`config.mk`:
```
export PLATFORM = sky130hd
export DESIGN_NAME = pipelined_adder_flat
export DESIGN_NICKNAME = d
export VERILOG_FILES = /design/src/rtl/adder_pkg.sv /design/src/rtl/pipelined_adder_if.sv /design/src/rtl/adder_slice.sv /design/src/rtl/pipelined_adder.sv /design/src/flat_wrapper.sv
export SDC_FILE = /design/constraint.sdc
export NUM_CORES = 1
export LEC_CHECK = 0
export BUFFER_PORTS_ARGS = -buffer_cell sky130_fd_sc_hd__clkbuf_2
export CAP_MARGIN = 20
export CORE_MARGIN = 4
export CORE_UTILIZATION = 45
export DETAILED_ROUTE_END_ITERATION = 8
export GPL_ROUTABILITY_DRIVEN = 0
export PLACE_DENSITY = 0.76
export SLEW_MARGIN = 20
export SYNTH_ARGS = -nofsm -noshare
export SYNTH_HDL_FRONTEND = slang
export SYNTH_SLANG_ARGS = --single-unit
export TNS_END_PERCENT = 5
```
`constraint.sdc`:
```
create_clock -name clk -period 7.1 [get_ports clk]
set_input_delay 1.775 -clock clk [delete_from_list [all_inputs] [get_ports clk]]
set_output_delay 1.775 -clock clk [all_outputs]
set_load 0.02 [all_outputs]
```
`src/rtl/adder_pkg.sv`:
```
// Shared types and helpers for the pipelined adder: operation encoding,
// saturation constants and a width-generic reference model of one beat.
package adder_pkg;

    typedef enum logic [1:0] {
        OP_ADD  = 2'b00,
        OP_SUB  = 2'b01,
        OP_SADD = 2'b10,
        OP_SSUB = 2'b11
    } op_e;

    // Widest operand the reference model can represent.
    localparam int MAX_W = 128;

    typedef logic [MAX_W-1:0] wide_t;

    typedef struct packed {
        wide_t y;
        logic  carry;
        logic  ovf;
    } result_t;

    function automatic logic is_sub(input op_e op);
        return (op == OP_SUB) || (op == OP_SSUB);
    endfunction

    function automatic logic is_sat(input op_e op);
        return (op == OP_SADD) || (op == OP_SSUB);
    endfunction

    // Low 'width' bits set.
    function automatic wide_t width_mask(input int width);
        if (width >= MAX_W) begin
            return '1;
        end
        return (wide_t'(1) << width) - wide_t'(1);
    endfunction

    // Signed minimum when sign is set, signed maximum otherwise.
    function automatic wide_t sat_value(input logic sign, input int width);
        wide_t min_v;
        min_v = wide_t'(1) << (width - 1);
        return sign ? min_v : (min_v - wide_t'(1));
    endfunction

    // One complete add/subtract on 'width'-bit operands, no pipelining.
    function automatic result_t ref_add(input wide_t a, input wide_t b,
                                        input op_e op, input int width);
        result_t          r;
        wide_t            m;
        wide_t            msb_m;
        wide_t            am_v;
        wide_t            bb;
        wide_t            raw;
        logic [MAX_W:0]   s;
        logic             c;
        logic             a_msb;
        logic             b_msb;
        logic             r_msb;
        logic             ovf;
        m     = width_mask(width);
        msb_m = wide_t'(1) << (width - 1);
        am_v  = a & m;
        bb    = (is_sub(op) ? ~b : b) & m;
        s     = {1'b0, am_v} + {1'b0, bb} + (MAX_W+1)'(is_sub(op));
        raw   = s[MAX_W-1:0] & m;
        c     = |(s & ((MAX_W+1)'(1) << width));
        a_msb = |(am_v & msb_m);
        b_msb = |(bb & msb_m);
        r_msb = |(raw & msb_m);
        ovf   = (a_msb == b_msb) && (r_msb != a_msb);
        r.y     = (is_sat(op) && ovf) ? sat_value(a_msb, width) : raw;
        r.carry = is_sub(op) ? ~c : c;
        r.ovf   = ovf;
        return r;
    endfunction

endpackage

```
`src/rtl/pipelined_adder_if.sv`:
```
// Streaming operand/result bus of the pipelined adder. The producer/consumer
// side uses the master modport, the adder itself uses the slave modport.
interface pipelined_adder_if
    import adder_pkg::*;
#(
    parameter int WIDTH = 32
);
    logic             in_valid;
    logic             in_ready;
    logic [WIDTH-1:0] in_a;
    logic [WIDTH-1:0] in_b;
    op_e              in_op;
    logic             out_valid;
    logic             out_ready;
    logic [WIDTH-1:0] out_y;
    logic             out_carry;
    logic             out_ovf;

    modport master (
        output in_valid, in_a, in_b, in_op, out_ready,
        input  in_ready, out_valid, out_y, out_carry, out_ovf
    );

    modport slave (
        input  in_valid, in_a, in_b, in_op, out_ready,
        output in_ready, out_valid, out_y, out_carry, out_ovf
    );
endinterface

```
`src/rtl/adder_slice.sv`:
```
// One pipeline stage: adds its WIDTH/STAGES-bit slice of the conditioned
// operands with the carry from the previous stage, and forwards operands,
// partial sum, carry and op downstream behind a valid/ready register.
module adder_slice
    import adder_pkg::*;
#(
    parameter int WIDTH  = 32,
    parameter int STAGES = 2,
    parameter int IDX    = 0
) (
    input  logic             clk,
    input  logic             rst_n,
    input  logic             up_valid,
    output logic             up_ready,
    input  logic [WIDTH-1:0] up_a,
    input  logic [WIDTH-1:0] up_b,
    input  logic [WIDTH-1:0] up_sum,
    input  logic             up_carry,
    input  op_e              up_op,
    output logic             dn_valid,
    input  logic             dn_ready,
    output logic [WIDTH-1:0] dn_a,
    output logic [WIDTH-1:0] dn_b,
    output logic [WIDTH-1:0] dn_sum,
    output logic             dn_carry,
    output op_e              dn_op
);
    localparam int S  = WIDTH / STAGES;
    localparam int LO = IDX * S;

    logic             valid_reg;
    logic [WIDTH-1:0] a_reg;
    logic [WIDTH-1:0] b_reg;
    logic [WIDTH-1:0] sum_reg;
    logic             carry_reg;
    op_e              op_reg;

    logic [S:0]       slice_sum;
    logic [WIDTH-1:0] sum_next;

    // Slice bits of the partial sum are still zero upstream, so OR-ing the
    // new slice in places it without disturbing the lower, finished slices.
    always_comb begin
        slice_sum = {1'b0, up_a[LO +: S]} + {1'b0, up_b[LO +: S]} + {{S{1'b0}}, up_carry};
        sum_next  = up_sum | (WIDTH'(slice_sum[S-1:0]) << LO);
    end

    // An empty stage or one whose contents leave this cycle can take a beat.
    assign up_ready = !valid_reg || dn_ready;

    // Stage register: load on transfer, hold while stalled, drop on reset.
    always_ff @(posedge clk) begin
        if (!rst_n) begin
            valid_reg <= 1'b0;
            a_reg     <= '0;
            b_reg     <= '0;
            sum_reg   <= '0;
            carry_reg <= 1'b0;
            op_reg    <= OP_ADD;
        end else if (up_ready) begin
            valid_reg <= up_valid;
            if (up_valid) begin
                a_reg     <= up_a;
                b_reg     <= up_b;
                sum_reg   <= sum_next;
                carry_reg <= slice_sum[S];
                op_reg    <= up_op;
            end
        end
    end

    assign dn_valid = valid_reg;
    assign dn_a     = a_reg;
    assign dn_b     = b_reg;
    assign dn_sum   = sum_reg;
    assign dn_carry = carry_reg;
    assign dn_op    = op_reg;
endmodule

```
`src/rtl/pipelined_adder.sv`:
```
// Pipelined WIDTH-bit add/subtract with optional signed saturation. The carry
// chain is split across STAGES registered slices; latency equals STAGES and a
// new beat can be accepted every cycle.
module pipelined_adder
    import adder_pkg::*;
#(
    parameter int WIDTH  = 32,
    parameter int STAGES = 2
) (
    input  logic                clk,
    input  logic                rst_n,
    pipelined_adder_if.slave    bus
);
    if (STAGES < 1 || STAGES > 4 || (WIDTH % STAGES) != 0 || WIDTH > MAX_W) begin : g_bad_params
        $error("pipelined_adder: WIDTH must divide by STAGES and STAGES must be 1..4");
    end

    // Index 0 is the conditioned input; index k+1 is the output of stage k.
    logic             stg_valid [0:STAGES];
    logic             stg_ready [0:STAGES];
    logic [WIDTH-1:0] stg_a     [0:STAGES];
    logic [WIDTH-1:0] stg_b     [0:STAGES];
    logic [WIDTH-1:0] stg_sum   [0:STAGES];
    logic             stg_carry [0:STAGES];
    op_e              stg_op    [0:STAGES];

    // Subtraction is a + ~b + 1, so conditioning happens before stage 0.
    always_comb begin
        stg_valid[0] = bus.in_valid;
        stg_a[0]     = bus.in_a;
        stg_b[0]     = is_sub(bus.in_op) ? ~bus.in_b : bus.in_b;
        stg_sum[0]   = '0;
        stg_carry[0] = is_sub(bus.in_op);
        stg_op[0]    = bus.in_op;
    end

    assign bus.in_ready      = stg_ready[0];
    assign stg_ready[STAGES] = bus.out_ready;

    for (genvar gi = 0; gi < STAGES; gi++) begin : g_stage
        adder_slice #(
            .WIDTH  (WIDTH),
            .STAGES (STAGES),
            .IDX    (gi)
        ) u_slice (
            .clk      (clk),
            .rst_n    (rst_n),
            .up_valid (stg_valid[gi]),
            .up_ready (stg_ready[gi]),
            .up_a     (stg_a[gi]),
            .up_b     (stg_b[gi]),
            .up_sum   (stg_sum[gi]),
            .up_carry (stg_carry[gi]),
            .up_op    (stg_op[gi]),
            .dn_valid (stg_valid[gi+1]),
            .dn_ready (stg_ready[gi+1]),
            .dn_a     (stg_a[gi+1]),
            .dn_b     (stg_b[gi+1]),
            .dn_sum   (stg_sum[gi+1]),
            .dn_carry (stg_carry[gi+1]),
            .dn_op    (stg_op[gi+1])
        );
    end

    logic             a_msb;
    logic             b_msb;
    logic             raw_msb;
    logic             ovf;
    logic [WIDTH-1:0] sat_y;

    // Flags and saturation from the fully summed last-stage register. The
    // overflow direction follows operand A's sign, since both effective
    // operands share that sign whenever overflow occurs.
    always_comb begin
        a_msb   = stg_a[STAGES][WIDTH-1];
        b_msb   = stg_b[STAGES][WIDTH-1];
        raw_msb = stg_sum[STAGES][WIDTH-1];
        ovf     = (a_msb == b_msb) && (raw_msb != a_msb);
        sat_y   = {a_msb, {(WIDTH-1){~a_msb}}};
    end

    assign bus.out_valid = stg_valid[STAGES];
    assign bus.out_y     = (is_sat(stg_op[STAGES]) && ovf) ? sat_y : stg_sum[STAGES];
    assign bus.out_carry = is_sub(stg_op[STAGES]) ? ~stg_carry[STAGES] : stg_carry[STAGES];
    assign bus.out_ovf   = ovf;

    logic [WIDTH-1:0] orig_b;
    result_t          model_res;

    // Undo the conditioning to recover the caller's operand B, then run the
    // unpipelined reference on the beat currently presented at the output.
    always_comb begin
        orig_b    = is_sub(stg_op[STAGES]) ? ~stg_b[STAGES] : stg_b[STAGES];
        model_res = ref_add(wide_t'(stg_a[STAGES]), wide_t'(orig_b), stg_op[STAGES], WIDTH);
    end

    a_result_matches_model: assert property (@(posedge clk) disable iff (!rst_n)
        bus.out_valid |-> (model_res == {wide_t'(bus.out_y), bus.out_carry, bus.out_ovf}));
endmodule

```
`src/flat_wrapper.sv`:
```
// flat-port wrapper written by rule: the top's interface ports become plain ports
module pipelined_adder_flat import adder_pkg::*;
#(
    parameter int WIDTH  = 32,
    parameter int STAGES = 2
)
  (clk, rst_n, bus_in_valid, bus_in_a, bus_in_b, bus_in_op, bus_out_ready, bus_in_ready, bus_out_valid, bus_out_y, bus_out_carry, bus_out_ovf);
  pipelined_adder_if #(.WIDTH(WIDTH)) bus_i ();
  input  logic clk;
  input  logic rst_n;
  input wire logic [$bits(bus_i.in_valid)-1:0] bus_in_valid;
  input wire logic [$bits(bus_i.in_a)-1:0] bus_in_a;
  input wire logic [$bits(bus_i.in_b)-1:0] bus_in_b;
  input wire logic [$bits(bus_i.in_op)-1:0] bus_in_op;
  input wire logic [$bits(bus_i.out_ready)-1:0] bus_out_ready;
  output wire logic [$bits(bus_i.in_ready)-1:0] bus_in_ready;
  output wire logic [$bits(bus_i.out_valid)-1:0] bus_out_valid;
  output wire logic [$bits(bus_i.out_y)-1:0] bus_out_y;
  output wire logic [$bits(bus_i.out_carry)-1:0] bus_out_carry;
  output wire logic [$bits(bus_i.out_ovf)-1:0] bus_out_ovf;
  assign bus_i.in_valid = bus_in_valid;
  assign bus_i.in_a = bus_in_a;
  assign bus_i.in_b = bus_in_b;
  assign bus_i.in_op = bus_in_op;
  assign bus_i.out_ready = bus_out_ready;
  assign bus_in_ready = bus_i.in_ready;
  assign bus_out_valid = bus_i.out_valid;
  assign bus_out_y = bus_i.out_y;
  assign bus_out_carry = bus_i.out_carry;
  assign bus_out_ovf = bus_i.out_ovf;
  pipelined_adder #(.WIDTH(WIDTH), .STAGES(STAGES)) u_core (.clk(clk), .rst_n(rst_n), .bus(bus_i));
endmodule
```
==> out/metrics.cfg <==
[status]
status=finished, final reports clean

[worst_setup_path]
crit_top_cell=nand2_1
worstSetupPathType=reg -> out
slowest_delay_ps=610
crit_path_top_delay_cell=nor2_2
worstPathArrival_ps=2830
endpoint_kind=output port
startpoint_type=flip-flop
worstPathMaxFanout=19
path_cells=nand2_1, o21ai_2, nand2_1, nor2_2, a21o_1, clkbuf_2
cp_data_required_time_ps=5330

[floorplanning]
rows=39
start_util_pct=46.2
die_y_um=116
io_pins=106
die_area_mm2=0.0136
die_w_um=116
core-area_mm2=0.0115

[cts]
clockBufferDepth=2
cts_tree=done
htree_levels=3
post_cts_resized=0
post-cts-setup-buffer-count=0
clk_latency_ps=340
cts.clk_slew.worst_paths_ps=60
cts_root_buffer=clkbuf_16
cts_hold_buf=0
cts_made_buffers=9
cts_sinks=90

[detailed_routing]
drtIter0Drc=320
ant_nets=0
wl_per_cell_um=15.0
routed_wl_um=13500
route.detailed.drc=0
first_pass_iters=5
viasPerCell=5.56
vias=4971

[final_layout]
final_cell_mix=nand2_1 (116), clkbuf_2 (105), dfxtp_1 (90), a21oi_1 (89), nor2_1 (56)
fin_area_mm2=0.00615
regArea_mm2=0.00180
layout-drive-gt1-share_pct=18.5
fin_util_pct=53.6
nFillCells=1087
mostFrequentLayoutCell=nand2_1
multi_input_area_mm2=0.00329
nets=852
diodes=0
area_growth_pct=16.2

[sta]
worst_slew_pin_slew_ps=1070
grt_setup_unrepaired=false
final_max_slew_viol_count=0
hold_violations=0
fin_skew_ps=5.16
fin_tns_setup_ps=0
period_share_pct=64.9
maxSlewHeadroom_pct=28.8
max_freq_mhz=217
setup_viol=0
finalCriticalPeriod_ps=4610

[synth]
ys.flop_type=dfxtp_1
synth_warnings=0
ys_async_sr_fraction_pct=0
ys_seq_area_share_pct=34.0
syn_area_mm2=0.00530
synth-seq-cells=90
synth_nets=774
synthCells=670
synth_edf_count=0
synth_top_area_cell=dfxtp_1
syn_area_per_cell_um2=7.90
synth.distinct_cells=56
yosys-top-cells-area=dfxtp_1 (34%), a21oi_1 (8.4%), nand2_1 (8.2%)
yosysTopAreaCellShare_pct=34.0

[placement]
post_dp_cell_area_mm2=0.00586
dp_hpwl_um=10100
numPortBuffers=105

[grt]
grtUsageTotal_pct=20.4
antenna_found_initial=0
grt_max_degree=76
grt_pass1_wl_um=22400
grt_pass1_vias=4611
grt-ovfl-total=0

[hold_path]
hold_class=reg -> reg

[flow_run]
drv_cap=0

[power_and_ir_drop]
p_leak_nw=2.75
ir_worst_vdd_mv=0.0980
power_density_mw_per_mm2=222

-- routing by layer --
| metal | routed length, µm | global-route usage, % | up-vias |
|---|---|---|---|
| met4 | 178 | 6.65 | 0 |
| met5 | 0 | 0 | - |
| met2 | 6050 | 31.0 | 171 |
| li1 | - | - | 2517 |
| met3 | 849 | 2.49 | 16 |
| met1 | 6380 | 30.0 | 2267 |
-- cells in the mapped netlist, types with 8 or more instances --
master / count
nand2_1: 116
dfxtp_1: 90
a21oi_1: 89
nor2_1: 56
ha_1: 31
clkbuf_1: 27
xnor2_1: 25
a21o_1: 24
nand3_1: 24
a211oi_1: 23
xor2_1: 22
o21ai_0: 21
inv_1: 10
nor3_1: 8
-- critical path: cells and delay by family, from the launching register on --
kind | cells | cell delay (ps)
AND/OR/NAND/NOR | 3 | 1220
buffers and inverters | 1 | 170
flip-flops | 1 | 400
AO/OA/AOI/OAI | 2 | 700
-- power by group --
group | internal, mW | switching [mW] | leakage (nW)
Combinational | 0.130 | 0.196 | 1.86
Sequential | 0.543 | 0.0259 | 0.739
Clock | 0.286 | 0.182 | 0.147
Total | 0.959 | 0.405 | 2.75
-- flip-flops by register name, indices dropped and copies added, names as in the netlist --
register,count
u_core.g_stage.u_slice.dn_valid,2
u_core.g_stage.u_slice.dn_carry,2
u_core.g_stage.u_slice.dn_a,17
u_core.g_stage.u_slice.dn_op,4
u_core.g_stage.u_slice.dn_b,17
u_core.g_stage.u_slice.dn_sum,48
-- metrics by stage --
stage               hold WS (ps)  power (mW)  worst slack, ps  cells
finish                       450        1.36             2490    894
global route                 477        1.43             2130    894
CTS                          451        1.37             2480    894
detailed placement           444       0.900             2460    880
global placement             441       0.889             2680    880
floorplan                    427       0.807             3050    670
-- kinds of logic (layout without fill, tap and decap cells) --
group,Yosys count,in the layout,share of synthesized area (%)
muxes,1,1,0.425
adders and majority gates,34,34,8.46
AOI/OAI and AO/OA,206,206,25.5
xor gates and xnor gates,47,47,7.77
and+or+nand+nor,240,240,19.8
DFF,90,90,34.0
buffers and inverters,52,133,3.99
-- cell type report --
| class | instances | share of cell area [%] |
|---|---|---|
| clock buffers | 11 | 4.11 |
| well taps | 143 | 2.91 |
| repair buffers | 109 | 9.03 |
| inverters | 10 | 0.610 |
| clock inverters | 3 | 0.651 |
| multi-input cells | 528 | 53.4 |
| flip-flops and latches | 90 | 29.3 |
-- final timing paths --
check        cells past startpoint  slack, ps                                                 to                                         startpoint
max reg2reg                      9       4610    u_core.g_stage[1].u_slice.dn_carry$_SDFFE_PN0P_    u_core.g_stage[0].u_slice.dn_b[16]$_SDFFE_PN0P_
max                              6       2490                                      bus_out_y[11]    u_core.g_stage[1].u_slice.dn_a[31]$_SDFFE_PN0P_
min                              2        450  u_core.g_stage[1].u_slice.dn_sum[21]$_SDFFE_PN0P_  u_core.g_stage[1].u_slice.dn_sum[21]$_SDFFE_PN0P_
min reg2reg                      2        450  u_core.g_stage[1].u_slice.dn_sum[21]$_SDFFE_PN0P_  u_core.g_stage[1].u_slice.dn_sum[21]$_SDFFE_PN0P_
Note: power is estimated with default switching activity, not from simulation.
